## src/rtl/rsa_operand_packer.sv

```systemverilog
// rsa_operand_packer
// Absorbs DATA_WIDTH-bit read beats into a circular FIFO, packs WORDS of them
// into one OP_WIDTH-bit operand and offers it to the Montgomery core with a
// valid/ready handshake. A push while full is dropped and sets a sticky flag.
//
// Build option: define PACKER_MSW_FIRST_EN to pack most-significant word first
// (first word received lands in the top bits). Default is LSW first.
//
// Ports:
//   clk_i, rst_i        clock, synchronous active-high reset
//   flush_i             synchronous clear of FIFO, packer and overflow flag
//   fifo_we_i/data_i    push strobe and word from the read master
//   fifo_full_o/empty_o FIFO occupancy flags
//   fifo_level_o        FIFO occupancy
//   op_data_o/valid_o   packed operand and its valid flag
//   op_ready_i          core accepts the operand
//   word_cnt_o          words packed into the current operand
//   overflow_o          sticky: a push was dropped
module rsa_operand_packer #(
   parameter int unsigned DATA_WIDTH = 32,
   parameter int unsigned OP_WIDTH   = 1024,
   parameter int unsigned FIFO_DEPTH = 16
) (
   input  logic                                      clk_i,
   input  logic                                      rst_i,
   input  logic                                      flush_i,
   input  logic                                      fifo_we_i,
   input  logic [DATA_WIDTH-1:0]                     fifo_data_i,
   output logic                                      fifo_full_o,
   output logic                                      fifo_empty_o,
   output logic [$clog2(FIFO_DEPTH):0]               fifo_level_o,
   output logic [OP_WIDTH-1:0]                       op_data_o,
   output logic                                      op_valid_o,
   input  logic                                      op_ready_i,
   output logic [$clog2(OP_WIDTH/DATA_WIDTH):0]      word_cnt_o,
   output logic                                      overflow_o
);

   localparam int unsigned PW    = $clog2(FIFO_DEPTH);
   localparam int unsigned LW    = PW + 1;
   localparam int unsigned WORDS = OP_WIDTH / DATA_WIDTH;
   localparam int unsigned CW    = $clog2(WORDS) + 1;

   typedef enum logic {
      COLLECT = 1'b0,
      VALID   = 1'b1
   } state_e;

   state_e                state_q, state_d;
   logic [DATA_WIDTH-1:0] mem_q [FIFO_DEPTH];
   logic [PW-1:0]         wptr_q, wptr_d;
   logic [PW-1:0]         rptr_q, rptr_d;
   logic [LW-1:0]         level_q, level_d;
   logic                  full_q, full_d;
   logic                  empty_q, empty_d;
   logic [OP_WIDTH-1:0]   op_q, op_d;
   logic                  valid_q, valid_d;
   logic [CW-1:0]         cnt_q, cnt_d;
   logic                  ovf_q, ovf_d;

   logic                  push_c;
   logic                  drop_c;
   logic                  pop_c;
   logic [DATA_WIDTH-1:0] head_c;
   logic [OP_WIDTH-1:0]   packed_c;

   // A full FIFO refuses pushes even when a pop frees a slot in the same cycle.
   assign push_c = fifo_we_i & ~full_q;
   assign drop_c = fifo_we_i & full_q;
   assign pop_c  = (state_q == COLLECT) & ~empty_q;
   assign head_c = mem_q[rptr_q];

   // Shift the head word into the operand from the selected end.
`ifdef PACKER_MSW_FIRST_EN
   assign packed_c = {op_q[OP_WIDTH-DATA_WIDTH-1:0], head_c};
`else
   assign packed_c = {head_c, op_q[OP_WIDTH-1:DATA_WIDTH]};
`endif

   // FIFO storage; contents need no reset since the level gates every read.
   always_ff @(posedge clk_i) begin
      if (push_c) begin
         mem_q[wptr_q] <= fifo_data_i;
      end
   end

   // State and control registers.
   always_ff @(posedge clk_i) begin
      if (rst_i) begin
         state_q <= COLLECT;
         wptr_q  <= '0;
         rptr_q  <= '0;
         level_q <= '0;
         full_q  <= 1'b0;
         empty_q <= 1'b1;
         op_q    <= '0;
         valid_q <= 1'b0;
         cnt_q   <= '0;
         ovf_q   <= 1'b0;
      end else begin
         state_q <= state_d;
         wptr_q  <= wptr_d;
         rptr_q  <= rptr_d;
         level_q <= level_d;
         full_q  <= full_d;
         empty_q <= empty_d;
         op_q    <= op_d;
         valid_q <= valid_d;
         cnt_q   <= cnt_d;
         ovf_q   <= ovf_d;
      end
   end

   // Next-state: FIFO bookkeeping, packing and the COLLECT/VALID handshake.
   always_comb begin
      state_d = state_q;
      wptr_d  = wptr_q;
      rptr_d  = rptr_q;
      level_d = level_q;
      op_d    = op_q;
      cnt_d   = cnt_q;
      ovf_d   = ovf_q;

      if (push_c) begin
         wptr_d = wptr_q + PW'(1);
      end
      if (pop_c) begin
         rptr_d = rptr_q + PW'(1);
      end
      unique case ({push_c, pop_c})
         2'b10:   level_d = level_q + LW'(1);
         2'b01:   level_d = level_q - LW'(1);
         default: level_d = level_q;
      endcase
      if (drop_c) begin
         ovf_d = 1'b1;
      end

      unique case (state_q)
         COLLECT: begin
            if (pop_c) begin
               op_d  = packed_c;
               cnt_d = cnt_q + CW'(1);
               if (cnt_d == CW'(WORDS)) begin
                  state_d = VALID;
               end
            end
         end
         VALID: begin
            // op_data is left as is; the next operand overwrites it by shifting.
            if (op_ready_i) begin
               state_d = COLLECT;
               cnt_d   = '0;
            end
         end
         default: state_d = COLLECT;
      endcase

      if (flush_i) begin
         state_d = COLLECT;
         wptr_d  = '0;
         rptr_d  = '0;
         level_d = '0;
         op_d    = '0;
         cnt_d   = '0;
         ovf_d   = 1'b0;
      end

      full_d  = (level_d == LW'(FIFO_DEPTH));
      empty_d = (level_d == '0);
      valid_d = (state_d == VALID);
   end

   assign fifo_full_o  = full_q;
   assign fifo_empty_o = empty_q;
   assign fifo_level_o = level_q;
   assign op_data_o    = op_q;
   assign op_valid_o   = valid_q;
   assign word_cnt_o   = cnt_q;
   assign overflow_o   = ovf_q;

endmodule

```

## config.mk

```make
export PLATFORM = sky130hd
export DESIGN_NAME = rsa_operand_packer
export DESIGN_NICKNAME = d
export VERILOG_FILES = /design/src/rtl/rsa_operand_packer.sv
export SDC_FILE = /design/constraint.sdc
export NUM_CORES = 2
export LEC_CHECK = 0
export CORE_AREA = 2 2 416 418
export CTS_CLUSTER_DIAMETER = 80
export DETAILED_ROUTE_END_ITERATION = 10
export DIE_AREA = 0 0 418 420
export PLACE_DENSITY_LB_ADDON = 0.08
export SLEW_MARGIN = 20
export SYNTH_ARGS = -nofsm -noshare
export SYNTH_HDL_FRONTEND = slang
export SYNTH_SLANG_ARGS = --single-unit
```

## constraint.sdc

```tcl
create_clock -name clk_i -period 6.1 [get_ports clk_i]
set_input_delay 1.22 -clock clk_i [delete_from_list [all_inputs] [get_ports clk_i]]
set_output_delay 1.22 -clock clk_i [all_outputs]
set_load 0.05 [all_outputs]
```

# Word level (Yosys, flattened, before mapping)
# Memory sizes are Yosys's and may differ from the RTL's. A register that Yosys moved wholly into a read port is not among the register bits.
# Cells that the tools add are included.
[classes]
add_sub_neg = 5
n_eq_ne = 6
mux = 11
bitwise_logic = 6
reduce_logical = 4
[op_table]
columns = ["op", "count"]
rows = [
  ["6-bit 2-to-1 mux", 2],
  ["6-bit case mux with 2 select lines", 1],
  ["5-bit case mux with 2 select lines", 1],
  ["4-bit by 1-bit adder with 4-bit output (second input constant)", 2],
  ["6-bit by 1-bit adder with 6-bit output (second input constant)", 1],
  ["6-bit == test (second input constant)", 1],
  ["5-bit by 1-bit adder with 5-bit output (second input constant)", 1],
  ["5-bit == test (second input constant)", 1],
  ["5-bit zero test", 1],
  ["1-bit 2-to-1 mux", 5],
  ["5-bit 2-to-1 mux", 1],
  ["5-bit by 1-bit subtractor with 5-bit output (second input constant)", 1],
  ["2-bit != test (second input constant)", 2],
  ["2-bit AND reduction", 2],
  ["1-bit bitwise AND", 3],
  ["1-bit inverter", 3],
  ["2-bit by 1-bit == test with 1-bit output (second input constant)", 1],
  ["2-bit == test (second input constant)", 1],
  ["1-bit case mux with 2 select lines", 1],
  ["2-bit OR reduction", 1],
]
[totals]
reg_bits = 1047
ramBits = 512
inputBits = 37
output_inout_bits = 1039
word_cells = 42
mem_count = 1
[memory_table]
columns = ["name", "words", "word_bits", "read_ports", "rd_ports_with_merged_regs", "write_ports", "line_no", "rtl"]
rows = [
  ["mem_q", 16, 32, 1, 1, 1, "50", "logic [DATA_WIDTH-1:0] mem_q [FIFO_DEPTH];"],
]

# Logic depth before layout (Yosys ltp)
[logic_depth]
word_depth = 6
mapped_depth = 11
depth_no_buf = 9

# Worst setup path before layout
# No wires, ideal clock.
[synth_timing]
kind = "input to register"
startpoint = "in fifo_we_i"
endpoint = "mem mem_q[3][0], enable pin"
setup_time_ps = 461
arrival_ps = 3830
required_time_ps = 5639
slack_ps = 1809
cell_stages = 4
path_buffers = 1
cell_sequence = "nor2b_1 -> buf_4 -> nand2_1 -> nor3_1"
[synth_via]
elab_chain_cells = 3
[synth_lines]
columns = ["item", "line_no", "rtl"]
rows = [
  ["start, declared", "27", "input logic fifo_we_i,"],
  ["1-bit bitwise AND", "68", "assign push_c = fifo_we_i & ~full_q;"],
  ["1-bit 2-to-1 mux", "82", "if (push_c) begin"],
  ["1-bit 2-to-1 mux (not written as such)", "83", "mem_q[wptr_q] <= fifo_data_i;"],
  ["end, declared", "50", ""],
]
# No other way between the ends.

==> metrics.csv <==
stage;metric;value;unit
clock_tree;clk_pin_slew;0.06;ns
synth;syn_inst;5323;
drt;drtIter0Drc;3885;
clock_tree;cts_made_buffers;174;
worst_setup_path;critPathTopFamily;compound AO/OA/AOI/OAI gates;
synth;synth.distinct_cells;47;
clock_tree;cts_resized;0;
worst_setup_path;cp_cell_sequence;or2_4, clkinv_16, ha_1, a21oi_1, nand3_1, a21oi_1, mux2_2, a2111oi_2;
sta;fin_skew;0.0230;ns
global_route;grt_start_max_net_pins;210;
finish;syn_to_final_growth;33.1;%
worst_setup_path;worst_path_largest_cell_delay;0.69;ns
hold_path;min-delay-path-class;reg2reg;
synth;syn_area;55000;um^2
sta;slew_viol_final;0;
finish;final_util;0.428;
finish;nNetsFinal;6282;
worst_setup_path;critical_path_buf_inv_count;1;
worst_setup_path;critPathRequiredTime;6.80;ns
sta;tightest_slew;1.12;ns
global_route;grt_pass1_wl;311000;um
worst_setup_path;startpoint_type;flip-flop;
placement;placed_area;67700;um^2
worst_setup_path;crit_fanout;171;
synth;async_flop_share;0;
clock_tree;postCtsHoldBufs;0;
worst_setup_path;r2r_cells;8;
finish;final_cell_area;73200;um^2
power_and_ir_drop;power;21.9;mW
sta;hold_viol_final;0;
floorplan;initial_core_util;0.322;
sta;fin_crit;4.02;ns
finish;final_common_cell;nand2_1;
sta;fin_setup_tns;0;ns
power_and_ir_drop;peakVddDrop;0.320;mV
global_route;grt_overflow;0;
synth;synth.top_cell.area_share;0.381;
worst_setup_path;rr_startpoint;op_valid_o;
placement;io_buffers;1075;
synth;avgSynthCellArea;10.3;um^2
floorplan;ioPinCount;1076;
floorplan;rows;152;
floorplan;die_w;418;um
drt;drtAntennaViolNets;0;
sta;rsz0062_at_grt;no;
clock_tree;clkLatencyLatePin;0.82;ns
synth;synth_seq_area_share;0.661;
hold_path;hold_path_startpoint;op_data_o[21];
finish;instances_no_fill;8603;
drt;routed_wl;229000;um
worst_setup_path;worstPathArrival;4.72;ns
sta;fmax;249;MHz
status;outcome;complete, no violations;
run;drv_cap;0;
power_and_ir_drop;p_leak;22.2;nW
sta;setup_viol;0;
worst_setup_path;endpoint_kind;flip-flop;
sta;period_share;0.659;
placement;place.gp.congestion;0.927;
synth;synth_flop_cell;dfxtp_1;
worst_setup_path;startpoint;op_valid_o;
finish;fillers;16700;
finish;drive_gt1_frac;0.0707;
global_route;grt_pass1_vias;39300;
floorplan;coreArea;171000;um^2
finish;layout_common_cells;2030 x nand2_1, 1075 x clkdlybuf4s50_1, 1045 x dfxtp_1;
drt;first_pass_iters;5;
placement;dp_hpwl;164000;um
synth;synth.net_count;5369;
floorplan;die_height;420;um
worst_setup_path;crit_top_cell;a21oi_1;
hold_path;holdPathStages;2;
clock_tree;cts_tree;done;
synth;synth_edf_count;512;
power_and_ir_drop;power_density;299;nW/um^2
sta;relSlewSlack;0.253;
clock_tree;cts_setup_buffers;0;
clock_tree;htree_levels;4;
synth;post-synth-top-area-cell;dfxtp_1;
global_route;antenna_found_initial;12;
drt;vias;42600;
drt;wire_per_inst;26.6;um
synth;synth.area.top_cells;dfxtp_1 38%, edfxtp_1 28%, nand2_1 14%;
drt;drc;0;
worst_setup_path;critical_path_depth;8;
clock_tree;clock-sinks;1559;
global_route;gr-usage-all-layers;0.249;
synth;synth_seq_cells;1559;
drt;viasPerCell;4.95;
clock_tree;cts_buffer_depth;3;
floorplan;die_area;176000;um^2
worst_setup_path;critPathSlowestCell;or2_4;
placement;dp.cells;8293;
worst_setup_path;worstSetupPathType;reg2reg;
clock_tree;cts_root_buf;clkbuf_16;
synth;yosysWarnings;0;
==> cell families after synthesis <==
| group | count (synthesis) | synth area share |
|---|---|---|
| AO/OA/AOI/OAI | 1120 | 0.108 |
| XOR/XNOR | 12 | 0.00191 |
| adder cells (fa/ha/maj) | 9 | 0.00205 |
| buffers and inverters | 395 | 0.0301 |
| flip-flops | 1559 | 0.661 |
| multiplexers | 133 | 0.0534 |
| AND/OR/NAND/NOR | 2095 | 0.144 |
==> worst min-delay path, stage by stage, from the launching register on <==
cell and delay, ns:
dfxtp_1 0.30, nand2_1 0.05, a21oi_1 0.05
==> cell type report <==
type | instances | area [um^2] | share of cell area
Antenna cell | 4 | 10.0 | 0.000137
Clock buffer | 247 | 4900 | 0.0669
Clock inverter | 59 | 634 | 0.00867
Inverter | 4 | 41.3 | 0.000564
Multi-Input combinational cell | 3369 | 17100 | 0.234
Sequential cell | 1559 | 36300 | 0.496
Tap cell | 2233 | 2790 | 0.0382
Timing Repair Buffer | 1128 | 11300 | 0.155
==> cells in the mapped netlist, drive strengths merged, types with 3 or more instances <==
cell type  count
a21oi       1004
a221oi        33
a22o          32
a22oi          4
buf          109
clkbuf       282
dfxtp       1047
edfxtp       512
ha             9
inv            3
mux2i          4
mux4         128
nand2       2030
nand2b         3
nand3          3
nand4          3
nor2          38
nor2b          3
nor3           4
o21ai         36
or2            3
xnor2          4
xor2           8
==> registers in the layout, indices dropped and copies added, names as in the netlist <==
signal        flops
word_cnt_o        6
rptr_q            4
wptr_q            4
fifo_level_o      5
fifo_empty_o      1
overflow_o        1
fifo_full_o       1
op_data_o      1024
op_valid_o        1
mem_q           512
==> report_power, final <==
group          switching [mW]  leakage, nW  internal, mW
Clock                    4.42         2.70          5.86
Sequential             0.0232         13.1          10.7
Combinational           0.687         6.45         0.146
==> metrics by stage <==
step           worst slack, ns  hold WS, ns
3_3_place_gp              1.42        0.442
5_1_grt                   1.80        0.471
2_1_floorplan             1.81        0.482
3_5_place_dp              1.47        0.447
6_report                  2.08        0.451
4_1_cts                   2.04        0.455
==> routing by layer <==
metal  GRT usage  vias to the layer above  share of wire
met5           0                        -        0.00032
met4      0.0881                       12          0.037
met3      0.0513                      325          0.054
met2       0.432                     1147           0.51
met1       0.305                    21200           0.40
li1            -                    19900              -
==> final timing paths <==
kind | end | slack, ns
hold reg to reg | op_data_o[21] | 0.45
hold / removal | op_data_o[21] | 0.45
setup / recovery | fifo_full_o | 2.08
setup reg to reg | fifo_full_o | 2.08
Note: power is estimated with default switching activity, not from simulation.
